`config.mk`:
```
export PLATFORM = sky130hd
export DESIGN_NAME = ct_decrypt_serial
export DESIGN_NICKNAME = d
export VERILOG_FILES = /design/src/rtl/ct_decrypt_serial.sv
export SDC_FILE = /design/constraint.sdc
export NUM_CORES = 2
export LEC_CHECK = 0
export CELL_PAD_IN_SITES_DETAIL_PLACEMENT = 1
export CELL_PAD_IN_SITES_GLOBAL_PLACEMENT = 1
export CORE_MARGIN = 1
export CORE_UTILIZATION = 41
export DETAILED_ROUTE_END_ITERATION = 10
export PLACE_DENSITY_LB_ADDON = 0.15
export SYNTH_ARGS = -nofsm -noshare
export SYNTH_HDL_FRONTEND = slang
export SYNTH_SLANG_ARGS = --single-unit
```
`constraint.sdc`:
```
create_clock -name clk -period 61.6 [get_ports clk]
set_input_delay 9.24 -clock clk [delete_from_list [all_inputs] [get_ports clk]]
set_output_delay 9.24 -clock clk [all_outputs]
set_load 0.05 [all_outputs]
```
`src/rtl/ct_decrypt_serial.sv`:
```
// ct_decrypt_serial: slot-serial ciphertext decryption.
// Each slot goes through three single-cycle steps in turn, MUL, SUB and DEC.
//   MUL: p = (A*s) mod Q
//   SUB: d = (B - p) mod Q
//   DEC: m = round(d / DELTA) mod T
// One multiplier is shared across all slots. Each side has a valid/ready handshake.
// in_ct[0] carries the A vector and in_ct[1] carries the B vector.
module ct_decrypt_serial #(
    parameter int N_SLOTS = 8,
    parameter int W_BITS  = 16,
    parameter int Q_MOD   = 7710,
    parameter int T_MOD   = 257,
    parameter int DELTA   = 30
) (
    input  logic                                 clk,
    input  logic                                 rst,
    input  logic                                 in_valid,
    output logic                                 in_ready,
    input  logic [1:0][N_SLOTS-1:0][W_BITS-1:0]  in_ct,
    input  logic [N_SLOTS-1:0][W_BITS-1:0]       in_sk,
    output logic                                 out_valid,
    input  logic                                 out_ready,
    output logic [N_SLOTS-1:0][W_BITS-1:0]       out_msg,
    output logic                                 busy
);

    localparam int IDX_W = (N_SLOTS > 1) ? $clog2(N_SLOTS) : 1;

    localparam logic [2*W_BITS-1:0] Q_WIDE   = (2*W_BITS)'(Q_MOD);
    localparam logic [W_BITS-1:0]   Q_NARROW = W_BITS'(Q_MOD);
    localparam logic [W_BITS-1:0]   DELTA_W  = W_BITS'(DELTA);
    localparam logic [W_BITS-1:0]   HALF_W   = W_BITS'(DELTA / 2);
    localparam logic [W_BITS-1:0]   T_W      = W_BITS'(T_MOD);
    localparam logic [IDX_W-1:0]    LAST_IDX = IDX_W'(N_SLOTS - 1);

    typedef enum logic [2:0] {
        IDLE,
        MUL,
        SUB,
        DEC,
        DONE
    } state_t;

    state_t state;
    state_t state_next;

    // Registered copy of the accepted job; the input ports may change after acceptance.
    logic [N_SLOTS-1:0][W_BITS-1:0] ct_a;
    logic [N_SLOTS-1:0][W_BITS-1:0] ct_b;
    logic [N_SLOTS-1:0][W_BITS-1:0] sk;

    logic [IDX_W-1:0]               idx;
    logic [W_BITS-1:0]              p_reg;
    logic [W_BITS-1:0]              d_reg;
    logic [N_SLOTS-1:0][W_BITS-1:0] msg_reg;

    logic                           accept;
    logic [W_BITS-1:0]              a_cur;
    logic [W_BITS-1:0]              b_cur;
    logic [W_BITS-1:0]              s_cur;
    logic [2*W_BITS-1:0]            prod;
    logic [W_BITS-1:0]              p_next;
    logic [W_BITS-1:0]              d_next;
    logic [W_BITS-1:0]              r_val;
    logic [W_BITS-1:0]              msg_slot;

    // in_ready is held low while rst is high, so a job offered during reset is never accepted.
    assign in_ready  = (state == IDLE) && !rst;
    assign out_valid = (state == DONE);
    assign busy      = (state != IDLE);
    assign out_msg   = msg_reg;
    assign accept    = in_valid && in_ready;

    assign a_cur = ct_a[idx];
    assign b_cur = ct_b[idx];
    assign s_cur = sk[idx];

    // State register
    always_ff @(posedge clk) begin
        if (rst) begin
            state <= IDLE;
        end else begin
            state <= state_next;
        end
    end

    // Next-state logic: three cycles per slot, then hold in DONE until the consumer takes the result
    always_comb begin
        state_next = state;
        unique case (state)
            IDLE: begin
                if (accept) begin
                    state_next = MUL;
                end
            end
            MUL: state_next = SUB;
            SUB: state_next = DEC;
            DEC: begin
                if (idx == LAST_IDX) begin
                    state_next = DONE;
                end else begin
                    state_next = MUL;
                end
            end
            DONE: begin
                if (out_ready) begin
                    state_next = IDLE;
                end
            end
            default: state_next = IDLE;
        endcase
    end

    // Per-slot arithmetic: full-width product reduced mod Q, modular subtract, rounded divide
    always_comb begin
        prod   = (2*W_BITS)'(a_cur) * (2*W_BITS)'(s_cur);
        p_next = W_BITS'(prod % Q_WIDE);
        if (b_cur >= p_reg) begin
            d_next = b_cur - p_reg;
        end else begin
            d_next = b_cur + Q_NARROW - p_reg;
        end
        r_val    = (d_reg + HALF_W) / DELTA_W;
        msg_slot = (r_val == T_W) ? '0 : r_val;
    end

    // Capture the job operands on acceptance and the intermediate products
    always_ff @(posedge clk) begin
        if (state == IDLE && accept) begin
            ct_a <= in_ct[0];
            ct_b <= in_ct[1];
            sk   <= in_sk;
        end
        if (state == MUL) begin
            p_reg <= p_next;
        end
        if (state == SUB) begin
            d_reg <= d_next;
        end
    end

    // Slot index and decoded message. out_msg changes only in DEC and holds between jobs.
    always_ff @(posedge clk) begin
        if (rst) begin
            idx     <= '0;
            msg_reg <= '0;
        end else begin
            unique case (state)
                IDLE: begin
                    if (accept) begin
                        idx <= '0;
                    end
                end
                DEC: begin
                    msg_reg[idx] <= msg_slot;
                    if (idx != LAST_IDX) begin
                        idx <= idx + IDX_W'(1);
                    end
                end
                default: ;
            endcase
        end
    end

endmodule

```
Yosys cells after proc, flatten, opt, wreduce, memory -nomap -nowiden

Cells that the tools add are included.

Logic and storage cells: 85
Flip-flop bits (word level): 550
Output and inout bits: 131
Bits of input ports: 388

Add/sub/neg operators: 5
Mux-type cells: 18
$mul: 1
Reductions and logical operators: 10
Eq/ne operators: 10
Divide/modulo/power cells: 2
$lt $le $gt $ge: 3

Operators by type and width:

| cell                                                                                | number |
|---|---|
| 16-bit binary-select mux with 3-bit select                                          | 3 |
| 128-bit bitwise mux                                                                 | 1 |
| 16-bit 2-to-1 mux                                                                   | 6 |
| 16-bit demux with 3-bit select                                                      | 1 |
| 32-bit by 13-bit remainder unit with 32-bit output, second input constant           | 1 |
| 16-bit by 16-bit multiplier with 32-bit output                                      | 1 |
| 16-bit subtractor                                                                   | 2 |
| 16-bit by 13-bit adder with 16-bit output, second input constant                    | 1 |
| 16-bit by 4-bit adder with 16-bit output, second input constant                     | 1 |
| 16-bit by 5-bit divider with 16-bit output, second input constant                   | 1 |
| 16-bit by 9-bit equality test with 1-bit output, second input constant              | 1 |
| 16-bit greater-or-equal comparator                                                  | 1 |
| 3-bit 2-to-1 mux                                                                    | 5 |
| 3-bit one-hot mux with 5 select lines                                               | 1 |
| 3-bit by 2-bit equality test with 1-bit output, second input constant               | 2 |
| 3-bit equality test, second input constant                                          | 2 |
| 3-bit one-hot mux with 2 select lines                                               | 1 |
| 1-bit logical AND                                                                   | 4 |
| 3-bit by 4-bit < comparator with 1-bit output, second input constant                | 1 |
| 2-bit != test, second input constant                                                | 2 |
| 3-bit by 1-bit adder with 3-bit output, second input constant                       | 1 |
| 3-bit by 1-bit equality test with 1-bit output, second input constant               | 1 |
| 3-bit by 1-bit greater-or-equal comparator with 1-bit output, second input constant | 1 |
| 3-bit logical NOT                                                                   | 1 |
| 7 further kinds                                                                     | 7 |

Longest topological paths before layout

Word-level depth: 5
Mapped depth: 104
Mapped depth without buffers: 89

Worst setup path after synthesis

Ideal clock, no wire load.

Path kind: register -> register
Start: register idx[0]
End: register p_reg[4], data pin
Data required time: 61.342 ns
Stages on the path, launching flop included: 92
Arrival: 25.298 ns
Slack: 36.044 ns
Path buffers: 7
Clock period less this slack: 25.556 ns
Library setup time: 0.258 ns
Path through: dfxtp_1 clkbuf_1 buf_1 mux4_2 mux2i_1 clkbuf_1 nor2_1 fa_1 inv_1 fa_1 inv_1 fa_1 fa_1 fa_1 inv_1 fa_1 inv_1 ha_1 (+56 left out) or3_1 a311o_1 o21ai_1 nand2_1 xor3_1 a211o_4 a211oi_1 and2b_1 xnor2_1 or3b_1 o31ai_4 xnor2_1 nor4_2 a31oi_1 or3_4 and2_1 or4_1 xnor2_1

Word-level cells in the longest chain between the ends: 4
Elaborated cells between the ends (all ways): 6
Classes of those cells: mul (1); div (1); mux (4)

RTL lines:

| what                                                          | line   | text |
|---|---|---|
| start, declared                                               | 52     | `logic [IDX_W-1:0] idx;` |
| start signal, assigned                                        | 157    | `idx <= idx + IDX_W'(1);` |
| 16-bit binary-select mux with 3-bit select (on tied branches) | 74, 76 |  |
| 16-bit 2-to-1 mux (on tied branches)                          | 74, 76 |  |
| 16-bit by 16-bit multiplier with 32-bit output *              | 116    | `prod = (2*W_BITS)'(a_cur) * (2*W_BITS)'(s_cur);` |
| 32-bit by 13-bit remainder unit with 32-bit output *          | 117    | `p_next = W_BITS'(prod % Q_WIDE);` |
| named net p_next[4]                                           | 62     | `logic [W_BITS-1:0] p_next;` |
| end signal, assigned                                          | 135    | `p_reg <= p_next;` |
| end, declared                                                 | 53     | `logic [W_BITS-1:0] p_reg;` |

The timed path passes the listed nets; every way through them passes the cells marked *. The select of a mux whose other input is x is not followed.
A chain may end at the register's enable or synchronous reset.

Final worst setup path

Ends and elaborated chain as after synthesis.

==> metrics.md <==
| Metric | Value |
|---|---|
| Status | `finished, final reports clean` |
| Postcts setup bufs | `0` |
| Post-synthesis adder-cell area fraction | `16.0%` |
| Fillcell total | `10,241` |
| Gpl congestion | `0.863` |
| Fin crit period | `31,340 ps` |
| Detail Placement HPWL | `99.2 mm` |
| Delay-heaviest family, CP | `compound AO/OA/AOI/OAI gates` |
| Setup crit start kind | `flip-flop` |
| Crit-path max FO | `50` |
| Die Area | `95,700 um2` |
| CP peak stage delay | `1030 ps` |
| Fin nets | `4,881` |
| Area of the multi-input gates | `22,400 um2` |
| Commonest non-fill, non-tap cells in the layout | `clkdlybuf4s50_1 (485), edfxtp_1 (416), nor2_1 (389)` |
| Final wirelength | `124 mm` |
| Buffers on Ports | `486` |
| Worst Skew | `66.5 ps` |
| Unrepaired setup endpoints after global routing | `false` |
| Slew Limit Fails | `0` |
| Sequential fraction of the synthesis area | `37.5%` |
| Asr flop ratio synth | `0%` |
| Cts-stage hold buffer count | `0` |
| Max clock buf depth | `3` |
| Main combinational cell family by area after synthesis | `adder cells` |
| CP Buf/Inv Count | `4` |
| Compound-Gate Fraction of Synth Area | `14.0%` |
| Biggest regs | `ct_a: 128 flops, ct_b: 128 flops, sk: 128 flops` |
| Seq. cell area | `14,500 um2` |
| Sinks on Clock Net | `518` |
| Cell taking the most area after synthesis | `edfxtp_1` |
| Most common cell after layout, fill and taps aside | `clkdlybuf4s50_1` |
| Critical Path End Type | `flip-flop` |
| GR Util met3 | `4.73%` |
| Drt pass-1 iters | `5` |
| Cells after Synth | `3,689` |
| Worst reg-to-reg setup slack | `30,260 ps` |
| # DRC | `0` |
| TNS Setup | `0 ps` |
| Post-Synth XOR/XNOR Area | `4.32%` |
| Synth top area share | `32.2%` |
| Setup violators final | `0` |
| Vias in the first global route | `31,973` |
| Multiplexer area fraction after synthesis | `8.58%` |
| Worst-Margin Slew | `1320 ps` |
| CP arrival | `31,720 ps` |
| Global-route wire length before repair | `191 mm` |
| Die W | `309 um` |
| CTS buffer count | `56` |
| Top cells by area, synth | `edfxtp_1 (32%), fa_1 (10%), mux4_2 (5.6%)` |
| Period Utilization, post-route | `50.9%` |
| Number of synthesized flops with an enable pin | `416` |
| Number of synthesis warnings | `0` |
| Ys flop type | `edfxtp_1` |
| Share of post-route cells with drive strength above 1 | `8.92%` |
| Skew-Pair Late Insertion Delay | `650 ps` |
| Iteration-0 DRC Markers | `1,741` |
| Resize count post-CTS | `0` |
| GR Util met1 | `32.5%` |
| CTS H-tree lvls | `2` |
| Hold Crit Class | `flip-flop to flip-flop` |
| Unique cell type count in the Yosys netlist | `140` |
| Global route overflow | `0` |
| Rows | `112` |
| Core area | `93,500 um2` |
| Final Hold Vio Count | `0` |
| Initial antenna violation count | `24` |
| Max cap viols | `0` |
| Busiest layer in global routing | `met2` |
| Clock slew seen by the registers of the worst setup and hold paths | `60 ps` |
| Syn Std Cell Area | `38,800 um2` |
| Fmax achieved | `31.9 MHz` |
| Critical Path RT | `61,990 ps` |
| Area growth syn-to-layout | `20.4%` |
| Largest net degree at the start of global routing | `191` |
| Num ports | `519` |
| Initial Util | `41.5%` |
| Vias per cell | `5.57` |
| Clk root buf | `clkbuf_16` |
| Routed wire per std cell | `22.8 um` |
| Worst slew margin | `9.28%` |
| Synth Area in Simple Gates | `14.5%` |
| Yosys reg bits | `518` |
| GR met2 Demand/Resource | `46.2%` |
| Crit-path slowest cell | `mux2i_1` |
| Worst Path Class, Setup | `flip-flop to flip-flop` |
| Die Y | `309 um` |
| CTS tree | `built` |
| Syn Area/Cell | `10.5 um2` |
| Tot GR Track Use | `26.0%` |
| Post-DRT Antenna Nets | `0` |
| Via count | `30,384` |
## metal layers
metal | wire [um] | vias to the layer above
li1 | - | 14177
met1 | 52100 | 15311
met2 | 62900 | 720
met3 | 6320 | 160
met4 | 3100 | 16
met5 | 105 | -
## through the flow
step	worst slack (ps)	instance area (um2)	cells	utilization (%)	hold WS [ps]
after floorplan	36040	38900	3721	-	497
after CTS	30370	46600	5437	49.9	455
final	30260	46700	5454	49.9	452
after detailed placement	30490	44900	5338	48.0	446
after global routing	27810	46700	5454	49.9	480
after global placement	31070	44900	5338	48.0	442
## cell usage after synthesis (all sizes together), types with 60 or more instances
| cell | count |
|---|---|
| mux4 | 96 |
| nor3 | 61 |
| ha | 149 |
| dfxtp | 102 |
| mux2i | 66 |
| buf | 73 |
| edfxtp | 416 |
| a211oi | 74 |
| xor2 | 60 |
| xnor2 | 124 |
| o21ai | 140 |
| nand2 | 344 |
| fa | 202 |
| a21oi | 174 |
| nor2 | 390 |
| inv | 324 |
| clkbuf | 82 |
## path summary, 6_finish.rpt
kind                 endpoint   startpoint  cells past startpoint
setup / recovery     p_reg[4]       idx[0]                     84
hold / removal    out_msg[38]  out_msg[38]                      2
setup reg to reg     p_reg[4]       idx[0]                     84
hold reg to reg   out_msg[38]  out_msg[38]                      2
## worst reg2reg max path: cells and delay by family (launching register included)
family	cells	cell delay, ps
AND/OR/NAND/NOR	23	7040
buffers and inverters	4	1570
flip-flops	1	330
AO/OA/AOI/OAI	36	11310
adder cells (fa/ha/maj)	8	3940
multiplexers	7	4660
XOR/XNOR	6	2280
## cells by family (layout without fill, tap and decap cells)
family,Yosys count,count (layout)
flops,518,518
simple gates,1174,1174
other cells,1,50
fa+ha+maj,379,379
mux,204,204
xor+xnor,185,185
buf+inv,480,942
compound gates,748,748
## cell type report
| cell class | instances | area share (%) |
|---|---|---|
| Multi-Input combinational cell | 2723 | 48.1 |
| Sequential cell | 518 | 31.2 |
| Timing Repair Buffer | 518 | 11.0 |
| Tap cell | 1254 | 3.36 |
| Clock buffer | 71 | 3.21 |
| Inverter | 325 | 2.61 |
| Clock inverter | 28 | 0.544 |
| Antenna cell | 17 | 0.0912 |
Power is left out: the tool's default activity adds up to more than one toggle a clock period on the data nets, which glitch-free logic cannot reach.
